`config.mk`:
```
export PLATFORM = sky130hd
export DESIGN_NAME = pc_multictx
export DESIGN_NICKNAME = d
export VERILOG_FILES = /design/src/rtl/cpu_types_pkg.sv /design/src/rtl/pc_rr_arbiter.sv /design/src/rtl/pc_multictx.sv
export SDC_FILE = /design/constraint.sdc
export NUM_CORES = 1
export LEC_CHECK = 0
export ABC_CLOCK_PERIOD_IN_PS = 3200
export CAP_MARGIN = 30
export CORE_ASPECT_RATIO = 2
export CORE_MARGIN = 1
export CORE_UTILIZATION = 35
export CTS_CLUSTER_DIAMETER = 200
export DETAILED_ROUTE_END_ITERATION = 10
export GPL_ROUTABILITY_DRIVEN = 0
export GPL_TIMING_DRIVEN = 1
export HOLD_SLACK_MARGIN = 0.02
export PLACE_DENSITY = 0.58
export SLEW_MARGIN = 20
export SYNTH_ARGS = -nofsm -noshare
export SYNTH_HDL_FRONTEND = slang
export SYNTH_SLANG_ARGS = --single-unit
export TNS_END_PERCENT = 30
```
`constraint.sdc`:
```
create_clock -name CLK -period 3.2 [get_ports CLK]
set_input_delay 0.32 -clock CLK [delete_from_list [all_inputs] [get_ports CLK]]
set_output_delay 0.32 -clock CLK [all_outputs]
set_load 0.01 [all_outputs]
```
`src/rtl/cpu_types_pkg.sv`:
```
// Shared CPU types: machine word, jump-field width, PC increment and redirect kinds.
package cpu_types_pkg;

  localparam int ADDR_W = 26;

  typedef logic [31:0] word_t;

  localparam word_t PC_INCR = 32'd4;

  typedef enum logic [1:0] {REDIR_NONE, REDIR_BR, REDIR_J, REDIR_JR} pc_redir_t;

  function automatic word_t ctx_reset_pc(input word_t base, input word_t stride, input int ctx);
    return base + stride * word_t'(ctx);
  endfunction

endpackage

```
`src/rtl/pc_rr_arbiter.sv`:
```
// Round-robin selector: finds the next live context after the current pointer, wrapping around.
module pc_rr_arbiter #(
  parameter  int NCTX = 2,
  localparam int CTXW = (NCTX > 1) ? $clog2(NCTX) : 1
) (
  input  logic [CTXW-1:0] ptr_i,
  input  logic [NCTX-1:0] live_i,
  output logic [CTXW-1:0] next_ptr_o,
  output logic            any_live_o
);

  logic found;

  // Search offsets 1..NCTX so the current context is only kept when it is the sole live one.
  always_comb begin
    next_ptr_o = ptr_i;
    found      = 1'b0;
    for (int i = 1; i <= NCTX; i++) begin
      for (int c = 0; c < NCTX; c++) begin
        if (!found && (c == (int'(ptr_i) + i) % NCTX) && live_i[c]) begin
          next_ptr_o = CTXW'(c);
          found      = 1'b1;
        end
      end
    end
  end

  assign any_live_o = |live_i;

endmodule

```
`src/rtl/pc_multictx.sv`:
```
// Multi-context fetch PC with round-robin context selection, prioritised redirects and sticky halts.
// Optional jr alignment fault (halt + misalign pulse) is built when PC_ALIGN_CHK_EN is defined.
module pc_multictx
  import cpu_types_pkg::*;
#(
  parameter  int    NCTX       = 2,
  parameter  word_t RESET_PC   = 32'h0000_0000,
  parameter  word_t CTX_STRIDE = 32'h0000_1000,
  localparam int    CTXW       = (NCTX > 1) ? $clog2(NCTX) : 1
) (
  input  logic              CLK,
  input  logic              nRST,
  input  logic              pcEN,
  input  logic [NCTX-1:0]   halt,
  input  logic [CTXW-1:0]   redir_ctx,
  input  logic [31:0]       npc,
  input  logic              branchmux,
  input  logic [31:0]       immext,
  input  logic              jumpmux,
  input  logic [ADDR_W-1:0] imm26,
  input  logic              jrmux,
  input  logic [31:0]       jr_target,
  output logic [31:0]       imemaddr,
  output logic [CTXW-1:0]   fetch_ctx,
  output logic              fetch_vld,
  output logic [NCTX-1:0]   halted
`ifdef PC_ALIGN_CHK_EN
  ,
  output logic              misalign
`endif
);

  word_t           pc_q [NCTX];
  word_t           pc_d [NCTX];
  logic [NCTX-1:0] halted_q, halted_d;
  logic [CTXW-1:0] ptr_q, ptr_d, arb_next;
  logic [NCTX-1:0] redir_hit;
  logic            any_live, advance, move, bad_jr;
  pc_redir_t       redir_sel;
  word_t           redir_target;

  assign imemaddr  = pc_q[ptr_q];
  assign fetch_ctx = ptr_q;
  assign fetch_vld = ~halted_q[ptr_q];
  assign halted    = halted_q;
  assign advance   = pcEN & fetch_vld;

  always_comb begin
    redir_sel = REDIR_NONE;
    if (jrmux)          redir_sel = REDIR_JR;
    else if (jumpmux)   redir_sel = REDIR_J;
    else if (branchmux) redir_sel = REDIR_BR;

    case (redir_sel)
      REDIR_BR: redir_target = npc + (immext << 2);
      REDIR_J:  redir_target = {npc[31:28], imm26, 2'b00};
      REDIR_JR: redir_target = jr_target & ~word_t'(32'd3);
      default:  redir_target = npc;
    endcase
  end

`ifdef PC_ALIGN_CHK_EN
  assign bad_jr = (redir_sel == REDIR_JR) && (jr_target[1:0] != 2'b00);
`else
  assign bad_jr = 1'b0;
`endif

  // A redirect to a live context overrides that context's +4; a faulting jr freezes it instead.
  always_comb begin
    for (int c = 0; c < NCTX; c++) begin
      redir_hit[c] = (redir_sel != REDIR_NONE) && (redir_ctx == CTXW'(c)) && !halted_q[c];
      halted_d[c]  = halted_q[c] | halt[c] | (redir_hit[c] & bad_jr);
      pc_d[c]      = pc_q[c];
      if (redir_hit[c]) begin
        if (!bad_jr) pc_d[c] = redir_target;
      end else if (advance && (ptr_q == CTXW'(c))) begin
        pc_d[c] = pc_q[c] + PC_INCR;
      end
    end
  end

  pc_rr_arbiter #(.NCTX(NCTX)) u_arb (
    .ptr_i      (ptr_q),
    .live_i     (~halted_d),
    .next_ptr_o (arb_next),
    .any_live_o (any_live)
  );

  assign move  = advance | halted_d[ptr_q];
  assign ptr_d = (move && any_live) ? arb_next : ptr_q;

  always_ff @(posedge CLK or negedge nRST) begin
    if (!nRST) begin
      for (int c = 0; c < NCTX; c++) pc_q[c] <= ctx_reset_pc(RESET_PC, CTX_STRIDE, c);
      halted_q <= '0;
      ptr_q    <= '0;
    end else begin
      for (int c = 0; c < NCTX; c++) pc_q[c] <= pc_d[c];
      halted_q <= halted_d;
      ptr_q    <= ptr_d;
    end
  end

`ifdef PC_ALIGN_CHK_EN
  logic misalign_q;

  always_ff @(posedge CLK or negedge nRST) begin
    if (!nRST) misalign_q <= 1'b0;
    else       misalign_q <= |(redir_hit & {NCTX{bad_jr}});
  end

  assign misalign = misalign_q;
`endif

endmodule

```
# Yosys cells after proc, flatten, opt, wreduce, memory -nomap -nowiden
# Index checks and enable logic that the tools add are counted.
# op_classes
n_addsub	5
n_lt_le_gt_ge	2
n_eq_ne	5
muxes	22
n_bitwise	11
n_reduce_logical	27
# op_table
cell	n
32-bit two-way mux	7
32-bit case mux with 3 select lines	1
32-bit by 3-bit adder with 32-bit output, second input constant	2
32-bit logical NOT	2
32-bit adder	1
1-bit logical AND	14
1-bit two-way mux	12
2-bit nonzero test	3
1-bit logical NOT	5
2-bit == test, first input constant	2
2-bit == test, second input constant	2
2-bit two-way mux	2
4-bit nonzero test	1
1-bit NOT	3
1-bit bitwise OR	3
1-bit adder, second input constant	2
1-bit AND, first input constant	2
2-bit by 1-bit == test with 1-bit output, second input constant	1
2-bit >= comparator, second input constant	1
1-bit by 2-bit < comparator with 1-bit output, second input constant	1
1-bit NOT with 2-bit output	1
2-bit NOT	1
2-bit AND reduction	1
2-bit OR reduction	1
1-bit AND	1
# totals
ff_bits	67
inputBits	131
output_inout_bits	36
elab_cells	76

# Depth between registers and ports, before layout
# Gate-level depths: netlist of the first run.
# depth
word_depth	18
depth_mapped	13
ltp_nobuf	13

# Modules after synthesis
# A second synthesis of the first run with hierarchy kept.
# unflattened
hier_cells	780
area_unflattened_um2	6232.2
# by_module_without_submodules
mod	n_inst	cells_per_inst	area_per_inst_um2	seq_area_each_um2
pc_multictx	1	777	6217.2	1677.9
pc_rr_arbiter	1	3	15.0	0.0

# Least setup slack after synthesis of the first run
# Ideal clock, no wire load.
# synth_timing
path_type	input-to-reg
from	input npc[10]
to	register pc_q[29] (netlist bit)
setup_time_ns	0.137
t_arrival_ns	2.497
required_ns	3.063
setup_slack_ns	0.566
stages	11
path_buffers	0
path_cell_list	ha_1 > a21oi_2 > o21ai_1 > or3_4 > o21ai_4 > o21ai_4 > a2111oi_4 > o21bai_2 > xor2_1 > a221oi_2 > a21oi_1
# synth_between
elab_chain_cells	3
# synth_rtl
element	line	source
start, declared	pc_multictx.sv:16	input logic [31:0] npc,
32-bit adder	pc_multictx.sv:55	REDIR_BR: redir_target = npc + (immext << 2);
32-bit case mux with 3 select lines	pc_multictx.sv:54	case (redir_sel)
32-bit two-way mux	pc_multictx.sv:74	if (redir_hit[c]) begin
end, declared	pc_multictx.sv:33	word_t pc_q [NCTX];
# No other way between the ends.
# A chain may end at the register's enable or synchronous reset.

# Worst setup path in the final report of the first run
# layout_timing
from	input npc[8]
to	register pc_q[29] (netlist bit)
# Same word-level chain as after synthesis.

==> results.py, run 1 <==
metrics = {
    "status": {
        "outcome": "completed",
    },
    "worst_hold_path": {
        "hp-class": "flop to flop",
        "min_path_cells": 2,
    },
    "setup_path": {
        "slowest_delay_ps": 410,
        "path_max_fanout": 4,
        "cp.depth": 12,
        "arrival_ps": 3170,
        "cpMaxStageDelayCell": "clkdlybuf4s50_1",
        "crit_path_end_kind": "flop",
        "crit_chain": "clkdlybuf4s50_1, ha_1, a21oi_1, o21ai_1, or3_4, o21ai_4, o21ai_4, a2111oi_4, o21bai_2, xor2_1, a221oi_2, a21oi_1",
        "crit_type": "input port to flop",
        "reg2reg_depth": 10,
        "crit_family": "compound AO/OA/AOI/OAI gates",
        "path_buf_inv": 1,
        "start_kind": "input port",
        "cp_data_required_time_ps": 3380,
    },
    "clock_tree": {
        "cts_num_sinks": 67,
        "ctsHtreeMaxLevel": 3,
        "cts_tree": "built",
        "clock_latency_ps": 340,
        "cts_buffers": 9,
        "clk_pin_slew_worst_paths_ps": 50,
        "cts_setup_buffers": 0,
        "cts.path.max_buffers": 2,
        "cts-root-buf": "clkbuf_16",
    },
    "global_route": {
        "antenna_found_initial": 1,
        "grt_pass1_wl_mm": 32.52,
        "grt_pass1_vias": 6266,
        "gr-total-overflow": 0,
        "grt_use_total": 0.2434,
        "grt_max_degree": 68,
    },
    "drt": {
        "first_pass_iters": 4,
        "totalWireLength_mm": 20.98,
        "wire_per_inst_um": 18.04,
        "viasPerCell": 5.386,
        "num_vias": 6264,
        "drtAntennaViolNets": 0,
        "drt_iter0_markers": 246,
        "drc": 0,
    },
    "finish": {
        "final_common_cell": "clkdlybuf4s50_1",
        "fin_area_mm2": 0.008464,
        "nNetsFinal": 1113,
        "final_cell_mix": "clkdlybuf4s50_1 (160), nand2_1 (123), o21ai_0 (67)",
        "drive_gt1_frac": 0.1309,
        "finalNonFillerCells": 1163,
        "synthToLayoutAreaGrowth_pct": 39.74,
    },
    "synth": {
        "synth_edf_count": 0,
        "yosys_warnings": 0,
        "synth-main-ff-cell": "dfrtp_1",
        "synthArstFlopShare": 1.000,
        "synth_fp_nets": 932,
        "synth_seq_area_share": 0.2770,
        "syn_inst": 769,
        "synth_cell_types": 67,
        "syn-cell-area_mm2": 0.006057,
        "synth.avg_cell_area_um2": 7.877,
        "yosys_register_bits": 67,
    },
    "placement": {
        "dp_hpwl_mm": 16.88,
        "dp.cells": 1145,
        "portBuffers": 162,
        "placed_area_mm2": 0.008169,
    },
    "floorplanning": {
        "io_pins": 167,
        "fp-row-count": 67,
        "die_x_um": 95.02,
        "die_y_um": 188.0,
        "dieArea_mm2": 0.01787,
        "initial_core_util": 0.3595,
        "core_mm2": 0.01685,
    },
    "power_and_ir_drop": {
        "total_power_w": 0.003300,
        "power_density_mw_per_mm2": 389.9,
        "p_leak_nw": 3.504,
        "ir_worst_vdd_mv": 0.2695,
    },
    "timing": {
        "tightest_slew_ps": 806.9,
        "final_hold_viol_count": 0,
        "finClkSkew_ps": 6.113,
        "fmax_mhz": 333.9,
        "slew_violations": 0,
        "fin_crit_sh": 0.9358,
        "slew_headroom": 0.4608,
        "setup_viol": 0,
        "timing.final.crit_period_ps": 2995,
        "rsz0062_at_grt": "no",
    },
    "run": {
        "cap_violations": 0,
    },
}
-- stage by stage --
step,setup slack (ps),hold slack [ps],util,TNS [ps]
final,205.4,474.3,0.5023,0
after global routing,17.59,496.0,0.5023,0
after CTS,140.3,478.4,0.5012,0
after detailed placement,-203.8,368.9,0.4848,-1494
after global placement,-134.7,369.1,0.4848,-979.9
after floorplan,566.4,24.41,-,0
-- registers in the layout (all words and copies together), names as in the netlist --
| name | count |
|---|---|
| fetch_ctx | 1 |
| halted | 2 |
| pc_q | 64 |
-- synthesized netlist by cell type (3+ instances only) --
master    count  share of area
nand4_1      16          0.017
and3_1       21          0.022
o21bai_1      3         0.0037
nand2_1     123          0.076
and4_1        3         0.0043
o221ai_1      7          0.010
a21o_1       13          0.016
nand2b_1      6         0.0062
mux2_2       34          0.063
clkbuf_1     37          0.023
a311oi_1      4         0.0058
nor2b_1      10          0.010
buf_1         6         0.0037
a21oi_1      64          0.053
xnor2_1      37          0.054
a221oi_1      4         0.0058
or2_2         5         0.0052
nand3_1      19          0.016
o21ai_0      67          0.055
dfrtp_1      66           0.27
and2_1        4         0.0041
a31oi_1      13          0.013
o21a_1        3         0.0037
inv_1        11         0.0068
nor3_1        4         0.0033
o22ai_1      11          0.011
nor2_1       60          0.037
xor2_1       40          0.058
ha_1         31          0.064
-- layout make-up --
type                       instances  area (um^2)
antenna                            1        2.502
clock buffer                      13        250.2
clock inverter                     3        15.01
fill                            1670         8386
inverter                          12        45.04
multi-input combinational        646         4198
sequential                        67         1678
tap                              207        259.0
timing repair buffer             214         2017
-- worst register-to-register path, cell delays in order (launching register included) --
cell	delay, ps
dfrtp_1	530
nand2_1	110
nor2_2	190
and3_1	290
and2b_1	280
nand2_1	200
or2_1	350
nor2_1	150
xor2_1	160
nor2_1	60
a31oi_1	160
-- logic make-up after synthesis --
logic type | after synthesis | share of synthesized area
AOI/OAI and AO/OA | 223 | 0.2324
muxes | 36 | 0.06652
xor gates and xnor gates | 77 | 0.1113
adders and majority gates | 32 | 0.06734
buffers and inverters | 56 | 0.03491
and+or+nand+nor | 278 | 0.2105
DFF | 67 | 0.2770
-- path summary, 6_finish.rpt --
kind | endpoint | slack, ps | from
max in group asynchronous | pc_q[12]$_DFFE_PN1P_ | 2340 | nRST
setup reg to reg | pc_q[30]$_DFFE_PN0P_ | 640 | fetch_ctx$_DFFE_PN0P_
min in group asynchronous | pc_q[9]$_DFFE_PN0P_ | 530 | nRST
hold reg to reg | pc_q[1]$_DFFE_PN0P_ | 470 | pc_q[1]$_DFFE_PN0P_
setup / recovery | pc_q[29]$_DFFE_PN0P_ | 210 | npc[8]
hold / removal | pc_q[1]$_DFFE_PN0P_ | 470 | pc_q[1]$_DFFE_PN0P_
-- power breakdown --
part           internal [W]  total (W)  switching [W]
clock network      0.000542   0.000905       0.000363
logic              0.000703    0.00128       0.000573
registers          0.000971    0.00112       0.000149
total               0.00222    0.00330        0.00108
-- routing by layer --
| metal | track usage | vias to the layer above | wire length (um) |
|---|---|---|---|
| li1 | - | 3107 | - |
| met1 | 0.2566 | 2945 | 7758 |
| met2 | 0.4621 | 165 | 11770 |
| met3 | 0.02271 | 47 | 614 |
| met4 | 0.1171 | 0 | 836 |
| met5 | 0 | - | 0 |
-- what timing repair did --
action                                  in CTS  in global routing
endpoints found under the setup margin       0                  7
resized for setup                            0                  3
hold buffers                                 1                  0
endpoints found under the hold margin       31                  0
No activity file was read; power rests on OpenSTA's default activity.
==> inputs of run 2 (changes only) <==
--- a/config.mk
+++ b/config.mk
@@ -9,13 +9,13 @@
 export CAP_MARGIN = 30
 export CORE_ASPECT_RATIO = 2
 export CORE_MARGIN = 1
-export CORE_UTILIZATION = 35
+export CORE_UTILIZATION = 31
 export CTS_CLUSTER_DIAMETER = 200
 export DETAILED_ROUTE_END_ITERATION = 10
 export GPL_ROUTABILITY_DRIVEN = 0
 export GPL_TIMING_DRIVEN = 1
 export HOLD_SLACK_MARGIN = 0.02
-export PLACE_DENSITY = 0.58
+export PLACE_DENSITY = 0.53
 export SLEW_MARGIN = 20
 export SYNTH_ARGS = -nofsm -noshare
 export SYNTH_HDL_FRONTEND = slang
==> run 2 against run 1 <==
  * Clock power is 9.7% higher
  * Non-clock buffer count is 1 lower
  * Worst hold slack worse by 450 ps
  * Highest routed layer unchanged
==> results.py, run 2 (synthesis results as in run 1) <==
metrics = {
    "status": {
        "outcome": "completed",
    },
    "setup_path": {
        "start_kind": "input port",
        "crit_type": "input port to flop",
        "crit_path_end_kind": "flop",
        "path_max_fanout": 3,
        "cp_data_required_time_ps": 3400,
        "arrival_ps": 3140,
    },
    "finish": {
        "final_common_cell": "clkdlybuf4s50_1",
        "largest_reg_flops": 64,
        "synthToLayoutAreaGrowth_pct": 41.15,
        "final_cell_mix": "clkdlybuf4s50_1 (160), nand2_1 (123), o21ai_0 (67)",
        "nNetsFinal": 1112,
        "drive_gt1_frac": 0.1322,
        "fin_util": 0.4435,
        "top_register": "pc_q",
    },
    "power_and_ir_drop": {
        "power_density_mw_per_mm2": 397.2,
        "total_power_w": 0.003396,
        "ir_worst_vdd_mv": 0.2645,
        "p_leak_nw": 3.521,
    },
    "drt": {
        "totalWireLength_mm": 22.14,
        "viasPerCell": 5.128,
        "met3WireLength_um": 587,
        "drt_iter0_markers": 218,
        "drc": 0,
        "met1_length_mm": 8.102,
        "wl_met2_mm": 12.64,
        "drtAntennaViolNets": 0,
        "top_layer_used": "met4",
        "wire_per_inst_um": 18.25,
        "num_vias": 6220,
        "first_pass_iters": 4,
    },
    "floorplanning": {
        "dieArea_mm2": 0.02014,
        "die_x_um": 100.8,
        "die_y_um": 199.7,
        "io_pins": 167,
        "core_mm2": 0.01928,
        "fp-row-count": 72,
        "initial_core_util": 0.3142,
    },
    "global_route": {
        "grt_pass1_vias": 6509,
        "gr-total-overflow": 0,
        "grt_max_degree": 60,
        "antenna_found_initial": 1,
        "grt_use_total": 0.2272,
        "grt_pass1_wl_mm": 34.33,
    },
    "timing": {
        "slew_violations": 0,
        "fin_crit_sh": 0.9208,
        "slew_headroom": 0.5127,
        "final_hold_viol_count": 0,
        "setup_viol": 0,
        "timing.setup.tns_ps": 0,
        "rsz0062_at_grt": "no",
        "tightest_slew_ps": 725.3,
        "finClkSkew_ps": 7.017,
        "fmax_mhz": 339.4,
        "timing.final.crit_period_ps": 2947,
    },
    "clock_tree": {
        "cts-root-buf": "clkbuf_16",
        "cts_num_sinks": 67,
        "clock_latency_ps": 330,
        "cts_tree": "built",
        "clk_pin_slew_worst_paths_ps": 50,
        "cts_setup_buffers": 0,
        "cts.path.max_buffers": 2,
        "ctsHtreeMaxLevel": 3,
        "cts_buffers": 9,
    },
    "worst_hold_path": {
        "hp-class": "input port to async pin",
    },
    "placement": {
        "dp_hpwl_mm": 18.11,
        "portBuffers": 162,
    },
    "run": {
        "cap_violations": 0,
    },
}
## run 2: cell type report
class | count | area (um^2)
fillers | 2042 | 10730
multi-input cells | 646 | 4187
repair buffers | 213 | 2014
flip-flops and latches | 67 | 1678
well taps | 259 | 324.1
clock buffers | 14 | 294.0
inverters | 12 | 45.04
clock inverters | 1 | 5.005
diodes | 1 | 2.502
## run 2: final timing paths
path	start	end	slack (ps)	depth (start not counted)
max in group asynchronous	nRST	pc_q[12]$_DFFE_PN1P_	2300	3
worst min-delay path	nRST	pc_q[54]$_DFFE_PN0P_	20	1
worst max-delay path	npc[2]	pc_q[28]$_DFFE_PN0P_	250	14
worst max register to register	fetch_ctx$_DFFE_PN0P_	pc_q[30]$_DFFE_PN0P_	540	10
worst min register to register	pc_q[1]$_DFFE_PN0P_	pc_q[1]$_DFFE_PN0P_	470	2
min in group CLK	jrmux	pc_q[1]$_DFFE_PN0P_	460	4
## run 2: what timing repair did
item                                   4_1_cts  5_1_grt
endpoints found under the hold margin        0        0
hold buffers                                 0        0
gates resized for setup                      0        2
setup endpoints to repair                    0        4
## run 2: layer usage
| metal | vias to the layer above | global-route usage |
|---|---|---|
| met4 | 0 | 0.09823 |
| met5 | - | 0 |
| met1 | 2918 | 0.2300 |
| met2 | 156 | 0.4571 |
| met3 | 38 | 0.01959 |
| li1 | 3108 | - |
## run 2: through the flow
step | cell area (um^2) | setup WS, ps | cells | hold WS, ps
after CTS | 8536 | 141.3 | 1212 | 53.16
after detailed placement | 8237 | -201.3 | 1197 | 406.8
after global routing | 8549 | 33.06 | 1213 | 86.64
final | 8549 | 253.3 | 1213 | 24.80
after global placement | 8209 | -161.7 | 1196 | 456.9
after floorplan | 6057 | 566.4 | 769 | 24.41
## run 2: power by group
group	internal, W	switching, W	leakage [nW]	total, W
sequential	0.000970	0.000155	0.832	0.00112
clock	0.000625	0.000368	0.151	0.000993
combinational	0.000702	0.000577	2.54	0.00128
## run 2: worst max-delay path, stage by stage
cell and delay, ps:
clkdlybuf4s50_1 460, ha_1 160, inv_1 50, fa_1 380, nor2b_1 110, o21ai_0 90, a21oi_1 280, o211ai_1 160
a21oi_2 230, o32ai_2 170, o31ai_1 270, xor2_1 110, a21oi_1 240, o21ai_0 100
==> inputs of run 3 (changes only) <==
--- a/config.mk
+++ b/config.mk
@@ -9,13 +9,14 @@
 export CAP_MARGIN = 30
 export CORE_ASPECT_RATIO = 2
 export CORE_MARGIN = 1
-export CORE_UTILIZATION = 31
+export CORE_UTILIZATION = 35
 export CTS_CLUSTER_DIAMETER = 200
 export DETAILED_ROUTE_END_ITERATION = 10
 export GPL_ROUTABILITY_DRIVEN = 0
 export GPL_TIMING_DRIVEN = 1
 export HOLD_SLACK_MARGIN = 0.02
-export PLACE_DENSITY = 0.53
+export PLACE_DENSITY = 0.58
+export REMOVE_ABC_BUFFERS = 1
 export SLEW_MARGIN = 20
 export SYNTH_ARGS = -nofsm -noshare
 export SYNTH_HDL_FRONTEND = slang
==> run 3 against run 2 <==
  * Non-clock buffer count grew 1
  * Via count decreased by 0.40%
  * Count of clock-buffer cells in the layout shrank 5
  * Highest routed layer unchanged
==> results.py, run 3 (synthesis results as in run 1) <==
metrics = {
    "global_route": {
        "use_met1": 0.2584,
        "grt_use_total": 0.2416,
        "grt_pass1_vias": 6484,
        "gr-total-overflow": 0,
        "grt.busiest_layer": "met2",
        "grt_pass1_wl_mm": 32.84,
        "grt_use_met3": 0.02230,
        "use_met2": 0.4543,
        "grt_max_degree": 38,
        "antenna_found_initial": 1,
    },
    "finish": {
        "nNetsFinal": 1113,
        "top_register": "pc_q",
        "fin_util": 0.5048,
        "finalNonFillerCells": 1163,
        "final_cell_mix": "clkdlybuf4s50_1 (160), nand2_1 (123), o21ai_0 (67)",
        "drive_gt1_frac": 0.1330,
        "seq_area_mm2": 0.001678,
        "fin_area_mm2": 0.008506,
        "multiInputGateArea_mm2": 0.004187,
        "largest_reg_flops": 64,
        "num-fill-cells": 1657,
        "final_common_cell": "clkdlybuf4s50_1",
        "synthToLayoutAreaGrowth_pct": 40.43,
    },
    "floorplanning": {
        "fp-row-count": 67,
        "initial_core_util": 0.3595,
        "dieArea_mm2": 0.01787,
        "io_pins": 167,
        "die_y_um": 188.0,
        "die_x_um": 95.02,
        "core_mm2": 0.01685,
    },
    "drt": {
        "drt_iter0_markers": 346,
        "num_vias": 6195,
        "drtAntennaViolNets": 0,
        "viasPerCell": 5.327,
        "wire_per_inst_um": 17.82,
        "first_pass_iters": 4,
        "totalWireLength_mm": 20.73,
        "drc": 0,
    },
    "setup_path": {
        "cpMaxStageDelayCell": "clkdlybuf4s50_1",
        "cp_data_required_time_ps": 3440,
        "crit_chain": "clkdlybuf4s50_1, ha_1, inv_1, fa_1, nor2b_1, o21ai_0, a21oi_1, o211ai_1, a21oi_2, o32ai_2, xor2_1, a311oi_1, a21oi_1, o21ai_0",
        "path_max_fanout": 3,
        "slowest_delay_ps": 460,
        "crit_path_end_kind": "flop",
        "arrival_ps": 3200,
        "crit_type": "input port to flop",
        "rrSetupSlack_ps": 810,
        "start_kind": "input port",
    },
    "timing": {
        "fmax_mhz": 338.1,
        "timing.final.crit_period_ps": 2958,
        "fin_crit_sh": 0.9244,
        "tightest_slew_ps": 678.6,
        "slew_headroom": 0.5471,
        "slew_violations": 0,
        "timing.setup.tns_ps": 0,
        "final_hold_viol_count": 0,
        "finClkSkew_ps": 8.361,
        "setup_viol": 0,
        "timing.hold.ws_ps": 437.0,
        "rsz0062_at_grt": "no",
    },
    "placement": {
        "portBuffers": 162,
        "dp.cells": 1145,
        "placed_area_mm2": 0.008164,
        "dp_hpwl_mm": 17.03,
    },
    "status": {
        "outcome": "completed",
    },
    "clock_tree": {
        "ctsHtreeMaxLevel": 3,
        "cts_buffers": 9,
        "clk_pin_slew_worst_paths_ps": 60,
        "clock_latency_ps": 340,
        "cts.path.max_buffers": 2,
        "cts_setup_buffers": 0,
        "cts-root-buf": "clkbuf_16",
        "cts_tree": "built",
        "cts_num_sinks": 67,
    },
    "worst_hold_path": {
        "hp-class": "input port to async pin",
    },
    "power_and_ir_drop": {
        "ir_worst_vdd_mv": 0.2574,
        "p_leak_nw": 3.515,
        "power_density_mw_per_mm2": 404.5,
    },
    "run": {
        "cap_violations": 0,
    },
}
## run 3: changes by cell type in the layout (fill, tap and decap cells not counted), sizes merged
cell and change:
clkbuf -5, bufinv +2, clkinv +1, clkinvlp +3
dlygate4sd3 +1
## run 3: power breakdown
| part | internal, W | switching [W] | leakage [nW] |
|---|---|---|---|
| clock network | 0.000678 | 0.000378 | 0.147 |
| registers | 0.000970 | 0.000146 | 0.832 |
| logic | 0.000698 | 0.000570 | 2.54 |
| total | 0.00235 | 0.00109 | 3.52 |
## run 3: final timing paths
path                                       start              endpoint  cells after the start
setup / recovery                       immext[0]  pc_q[52]$_DFFE_PN0P_                     14
hold / removal                              nRST  pc_q[37]$_DFFE_PN0P_                      2
setup reg to reg           fetch_ctx$_DFFE_PN0P_  pc_q[30]$_DFFE_PN0P_                     10
hold reg to reg             pc_q[33]$_DFFE_PN0P_  pc_q[33]$_DFFE_PN0P_                      2
max in group asynchronous                   nRST  pc_q[32]$_DFFE_PN0P_                      3
min in group CLK                           jrmux  pc_q[63]$_DFFE_PN0P_                      3
## run 3: repair_timing
item	in CTS	in global routing
gates resized for setup	0	2
hold endpoints to repair	13	0
hold buffers	1	0
setup endpoints to repair	0	4
## run 3: cell type report
cell class	instances	area share
sequential	67	0.1973
tap	207	0.03045
timing repair buffer	214	0.2371
antenna	1	0.0002942
clock buffer	9	0.02648
inverter	12	0.005296
clock inverter	7	0.01089
multi-input combinational	646	0.4922
## run 3: critical path, delay by kind of cell
kind | cells | cell delay, ps
buffers and inverters | 2 | 510
AND/OR/NAND/NOR | 1 | 110
adder cells (fa/ha/maj) | 2 | 530
XOR/XNOR | 1 | 160
AO/OA/AOI/OAI | 8 | 1540
## run 3: metrics by stage
| step | power [W] | worst slack [ps] |
|---|---|---|
| floorplan | 0.001763 | 355.0 |
| global placement | 0.002388 | -127.6 |
| detailed placement | 0.002395 | -216.4 |
| CTS | 0.003467 | 99.69 |
| global route | 0.003629 | 8.965 |
| finish | 0.003441 | 242.0 |
## run 3: layer usage
metal  vias to the layer above  routed length [um]
li1                       3120                   -
met1                      2897                7636
met2                       139               11770
met3                        39                 428
met4                         0                 895
met5                         -                   0
